<file path="src/rtl/io_chk_table.sv">
// Expected-event table: one write port, one async read port.
// Each entry packs {channel, data}.
module io_chk_table #(
  parameter int unsigned DEPTH  = 16,
  parameter int unsigned CH_W   = 4,
  parameter int unsigned DATA_W = 32,
  localparam int unsigned AW = (DEPTH > 1) ? $clog2(DEPTH) : 1
) (
  input  logic              clk_i,
  input  logic              we_i,
  input  logic [AW-1:0]     waddr_i,
  input  logic [CH_W-1:0]   wch_i,
  input  logic [DATA_W-1:0] wdata_i,
  input  logic [AW-1:0]     raddr_i,
  output logic [CH_W-1:0]   rch_o,
  output logic [DATA_W-1:0] rdata_o
);

  logic [CH_W+DATA_W-1:0] mem_q [DEPTH];

  always_ff @(posedge clk_i) begin
    if (we_i) mem_q[waddr_i] <= {wch_i, wdata_i};
  end

  assign {rch_o, rdata_o} = mem_q[raddr_i];

endmodule

</file>
<file path="config.mk">
export PLATFORM = sky130hd
export DESIGN_NAME = io_chk_table
export DESIGN_NICKNAME = d
export VERILOG_FILES = /design/src/rtl/io_chk_table.sv
export SDC_FILE = /design/constraint.sdc
export NUM_CORES = 1
export LEC_CHECK = 0
export BUFFER_PORTS_ARGS = -buffer_cell sky130_fd_sc_hd__buf_2
export CAP_MARGIN = 25
export CORE_AREA = 4 4 189 191
export CTS_BUF_LIST = sky130_fd_sc_hd__clkbuf_4
export CTS_CLUSTER_DIAMETER = 80
export CTS_CLUSTER_SIZE = 10
export DETAILED_ROUTE_END_ITERATION = 8
export DIE_AREA = 0 0 193 195
export PLACE_DENSITY = 0.91
export SYNTH_ARGS = -nofsm -noshare
export SYNTH_HDL_FRONTEND = slang
export SYNTH_SLANG_ARGS = --single-unit
</file>
<file path="constraint.sdc">
create_clock -name clk_i -period 5.9 [get_ports clk_i]
set_input_delay 1.18 -clock clk_i [delete_from_list [all_inputs] [get_ports clk_i]]
set_output_delay 1.18 -clock clk_i [all_outputs]
set_load 0.01 [all_outputs]
</file>
### Yosys cells after proc, flatten, opt, wreduce, memory -nomap -nowiden

Memories as Yosys holds them, arrays and structs flattened.
Cells that the tools add are included.

* register bits after elaboration: 0
* bits in writable memories: 576
* bits of input ports: 46
* output and inout port bits: 36
* logic and storage cells: 3
* memories: 1

Memory list
* mem_q: depth 16, bits a word 36, read ports 1, clocked after memory_dff 0, wr ports 1, RTL line 19 `logic [CH_W+DATA_W-1:0] mem_q [DEPTH];`

* multiplexer cells: 2

Operators with widths (count)
* $mux W1: 2

### Depth between registers and ports, before layout

* word-level depth: 2
* mapped depth: 6
* depth with buffers taken out: 3

### Worst setup path before layout

OpenSTA, ideal clock, no wires.

* path kind: input -> register
* start: input port waddr_i[2]
* end: memory mem_q[0][0] (netlist name), enable pin
* setup time: 0.474 ns
* arrival: 4.166 ns
* required time: 5.426 ns
* setup slack: 1.259 ns
* stages: 2
* path buffers: 0
* path through: or3b_2 nor3_1

RTL lines
* from (decl): RTL line 11 `input logic [AW-1:0] waddr_i,`
* to (decl): RTL line 19

Straight into the memory's write port.

### Worst setup path after layout

* start: input port raddr_i[0]
* end: output port rdata_o[11]

* word-level cells in the longest chain between the ends: 1

Ends and longest elaborated chain
* from (decl): RTL line 14 `input logic [AW-1:0] raddr_i,`
* $mem_v2 Z16 W36
* to (decl): RTL line 16 `output logic [DATA_W-1:0] rdata_o`

No other way between the ends.

==> parameters.txt <==
Parameter                              Value

Status
  Run status    completed

Setup path
  Highest cell delay on the worst timing path    0.58 ns
  Family with the most delay on the worst path    buffers and inverters
  Worst Path Max Fanout    45
  Crit-path cells    buf_8 -> buf_4 -> mux4_2 -> a22oi_1 -> nand2_1 -> buf_2
  Number of buffers and inverters on the critical path    3
  Library cell contributing the largest single delay on the critical path    sky130_fd_sc_hd__mux4_2
  Data arrival time of the critical path    3.21 ns
  Kind of end point of the critical path    output port
  CP required    4.72 ns
  Worst Setup Path Type    in -> out
  Crit path from    raddr_i[0]
  Critical path startpoint category    primary input

Synth
  Top cell type by total area after synthesis    sky130_fd_sc_hd__edfxtp_1
  Per-instance average area after synthesis    23.9 um^2
  Post-synthesis instance area    0.0216 mm^2
  Fraction of registers with async set/reset    0%
  Yosys Warn Count    0
  Yosys top cell area share    80.1%
  Most common cell in the synthesized netlist    sky130_fd_sc_hd__edfxtp_1
  Dominant cells by area after synthesis    sky130_fd_sc_hd__edfxtp_1 (80%), sky130_fd_sc_hd__mux4_2 (15%), sky130_fd_sc_hd__a22oi_1 (2.5%), sky130_fd_sc_hd__nand2_1 (0.64%), sky130_fd_sc_hd__buf_6 (0.36%)
  Number of instances in the synthesized netlist    902
  EDFF count, synth    576
  Share of synthesized area occupied by flip-flops and latches    80.1%
  Syn Nets    948
  Commonest cells post-synth    sky130_fd_sc_hd__edfxtp_1 (576), sky130_fd_sc_hd__mux4_2 (144), sky130_fd_sc_hd__a22oi_1 (72)
  Flip-flop cell with the highest count after synthesis    sky130_fd_sc_hd__edfxtp_1
  Seq cells post-synth    576
  Distinct cells, synth    17

Power and ir drop
  VDD IR max    0.000133 V
  Leakage    7.34 nW
  Pwr Density    292 mW/mm^2

Detailed routing
  Total vias in the final route    10100
  DR iter-0 viols    1384
  Detailed-route wire length per cell    30.8 um
  Drt drc    0
  Detailed Route WL    46300 um
  Average via count per standard cell    6.76
  Number of nets with antenna violations after routing    0
  First-pass detailed-route iteration total    6

Clock network
  Number of sinks on the clock net    576
  Clock buffers created by TritonCTS    67
  Buffer type at the clock tree root    sky130_fd_sc_hd__clkbuf_4
  Max H-tree Level    3
  Post-CTS repair timing setup buffer count    0
  Count of cells resized by post-cts repair    0
  Hold_buf cts    0
  Buffer levels on the longest clock path    3
  Clock tree from TritonCTS    done
  Clock transition time at the flip-flop clock pins of the worst setup and hold paths    0.11 ns

Die
  Initial Utilization    63.3%
  Die X    193 um
  Number of top-level pins    82
  Die Y    195 um
  Core footprint    0.0341 mm^2
  Number of standard-cell rows in the floorplan    68
  Die Area    0.0376 mm^2

Timing
  Setup total negative slack    0 ns
  Tmin final    4.39 ns
  Max_slew headroom    38.3%
  Period utilisation layout    74.3%
  Final Hold Fails    0
  Setup-failing EPs final    0
  Unrepaired setup endpoints after global routing    false
  Highest clock rate    0.228 GHz
  Max-slew violation count    0
  Least-Margin Pin Slew    0.926 ns

Layout
  Final net count    1082
  Top reg by flops    mem_q
  Fraction of layout instances using a drive strength above 1    33.8%
  Multi-input logic area    0.00419 mm^2
  Count of non-filler cells in the finished layout    1500
  Flip-flop and latch area    0.0173 mm^2
  P&R area growth vs syn    8.17%
  Layout filler cell count    1998
  Final cell area excluding filler cells    0.0234 mm^2
  Flip-flop count of the largest register after layout    576
  Leading registers by flop count    mem_q: 576 flops

GRT
  Global-route usage over all layers    25.5%
  First-pass GRT wire length    69000 um
  Vias in the first global route    10900
  Number of antenna violations at the first check in global routing    4
  GRT Residual Overflow    0
  Maximum number of pins on one net before global-route repair    80

Place
  Port-buffer cells    81
  HPWL after detailed placement    25600 um
  Final RePlAce weighted congestion    0.728
  Instance area at placement    0.0228 mm^2
  Inst Count DP    1422

Hold path
  Startpoint of the tightest hold check path    wdata_i[25]
  Classification of the worst-slack hold path    in -> reg

Job
  Number of violations of the max-capacitance limit    0
through the flow:
stage	setup slack, ns	utilization [%]	power, mW	hold slack, ns
3_3_place_gp	1.50	66.6	5.10	1.54
4_1_cts	1.43	68.5	6.87	0.757
3_5_place_dp	1.47	66.7	5.13	1.55
2_1_floorplan	1.26	-	4.94	1.28
6_report	1.51	68.5	6.83	0.819
5_1_grt	1.28	68.5	7.10	0.781
power breakdown:
part	leakage (nW)	internal, mW	switching, mW
logic	1.78	0.174	0.260
clock network	0.362	0.629	1.17
registers	5.20	4.58	0.0213
total	7.34	5.38	1.45
area by class of cell:
type / count / share of cell area [%]
Sequential cell: 576 / 74.0
Antenna cell: 3 / 0.0321
Clock buffer: 68 / 2.18
Clock inverter: 7 / 0.337
Multi-Input combinational cell: 279 / 17.9
Timing Repair Buffer: 112 / 3.07
Tap cell: 455 / 2.44
routing by layer:
layer | up-vias | routed length (um) | GRT usage (%)
met1 | 5260 | 17000 | 37.6
met3 | 83 | 4810 | 5.40
met4 | 4 | 1190 | 8.23
met5 | - | 29 | 0
met2 | 653 | 23200 | 39.4
li1 | 4146 | - | -
path summary, 6_finish.rpt:
path / depth (start not counted) / to / slack (ns)
worst max-delay path: 6 / rdata_o[11] / 1.51
worst min-delay path: 1 / mem_q[3][25] / 0.82
cells by family (layout without fill, tap and decap cells):
family / Yosys count / after routing / synth area share [%]
AO/OA/AOI/OAI: 72 / 72 / 2.50
buffers and inverters: 47 / 187 / 1.16
flip-flops: 576 / 576 / 80.1
multiplexers: 144 / 144 / 15.0
other: 0 / 3 / 0
AND/OR/NAND/NOR: 63 / 63 / 1.24
layout by cell type (no fill, tap or decap), types with 3 or more instances in the layout:
| master | instances |
|---|---|
| sky130_fd_sc_hd__a22oi_1 | 72 |
| sky130_fd_sc_hd__buf_12 | 5 |
| sky130_fd_sc_hd__buf_2 | 79 |
| sky130_fd_sc_hd__buf_4 | 26 |
| sky130_fd_sc_hd__clkbuf_4 | 68 |
| sky130_fd_sc_hd__diode_2 | 3 |
| sky130_fd_sc_hd__edfxtp_1 | 576 |
| sky130_fd_sc_hd__inv_2 | 5 |
| sky130_fd_sc_hd__mux4_2 | 144 |
| sky130_fd_sc_hd__nand2_1 | 37 |
| sky130_fd_sc_hd__nor2_4 | 13 |
| sky130_fd_sc_hd__nor3_2 | 4 |
No activity file was read; power rests on OpenSTA's default activity.
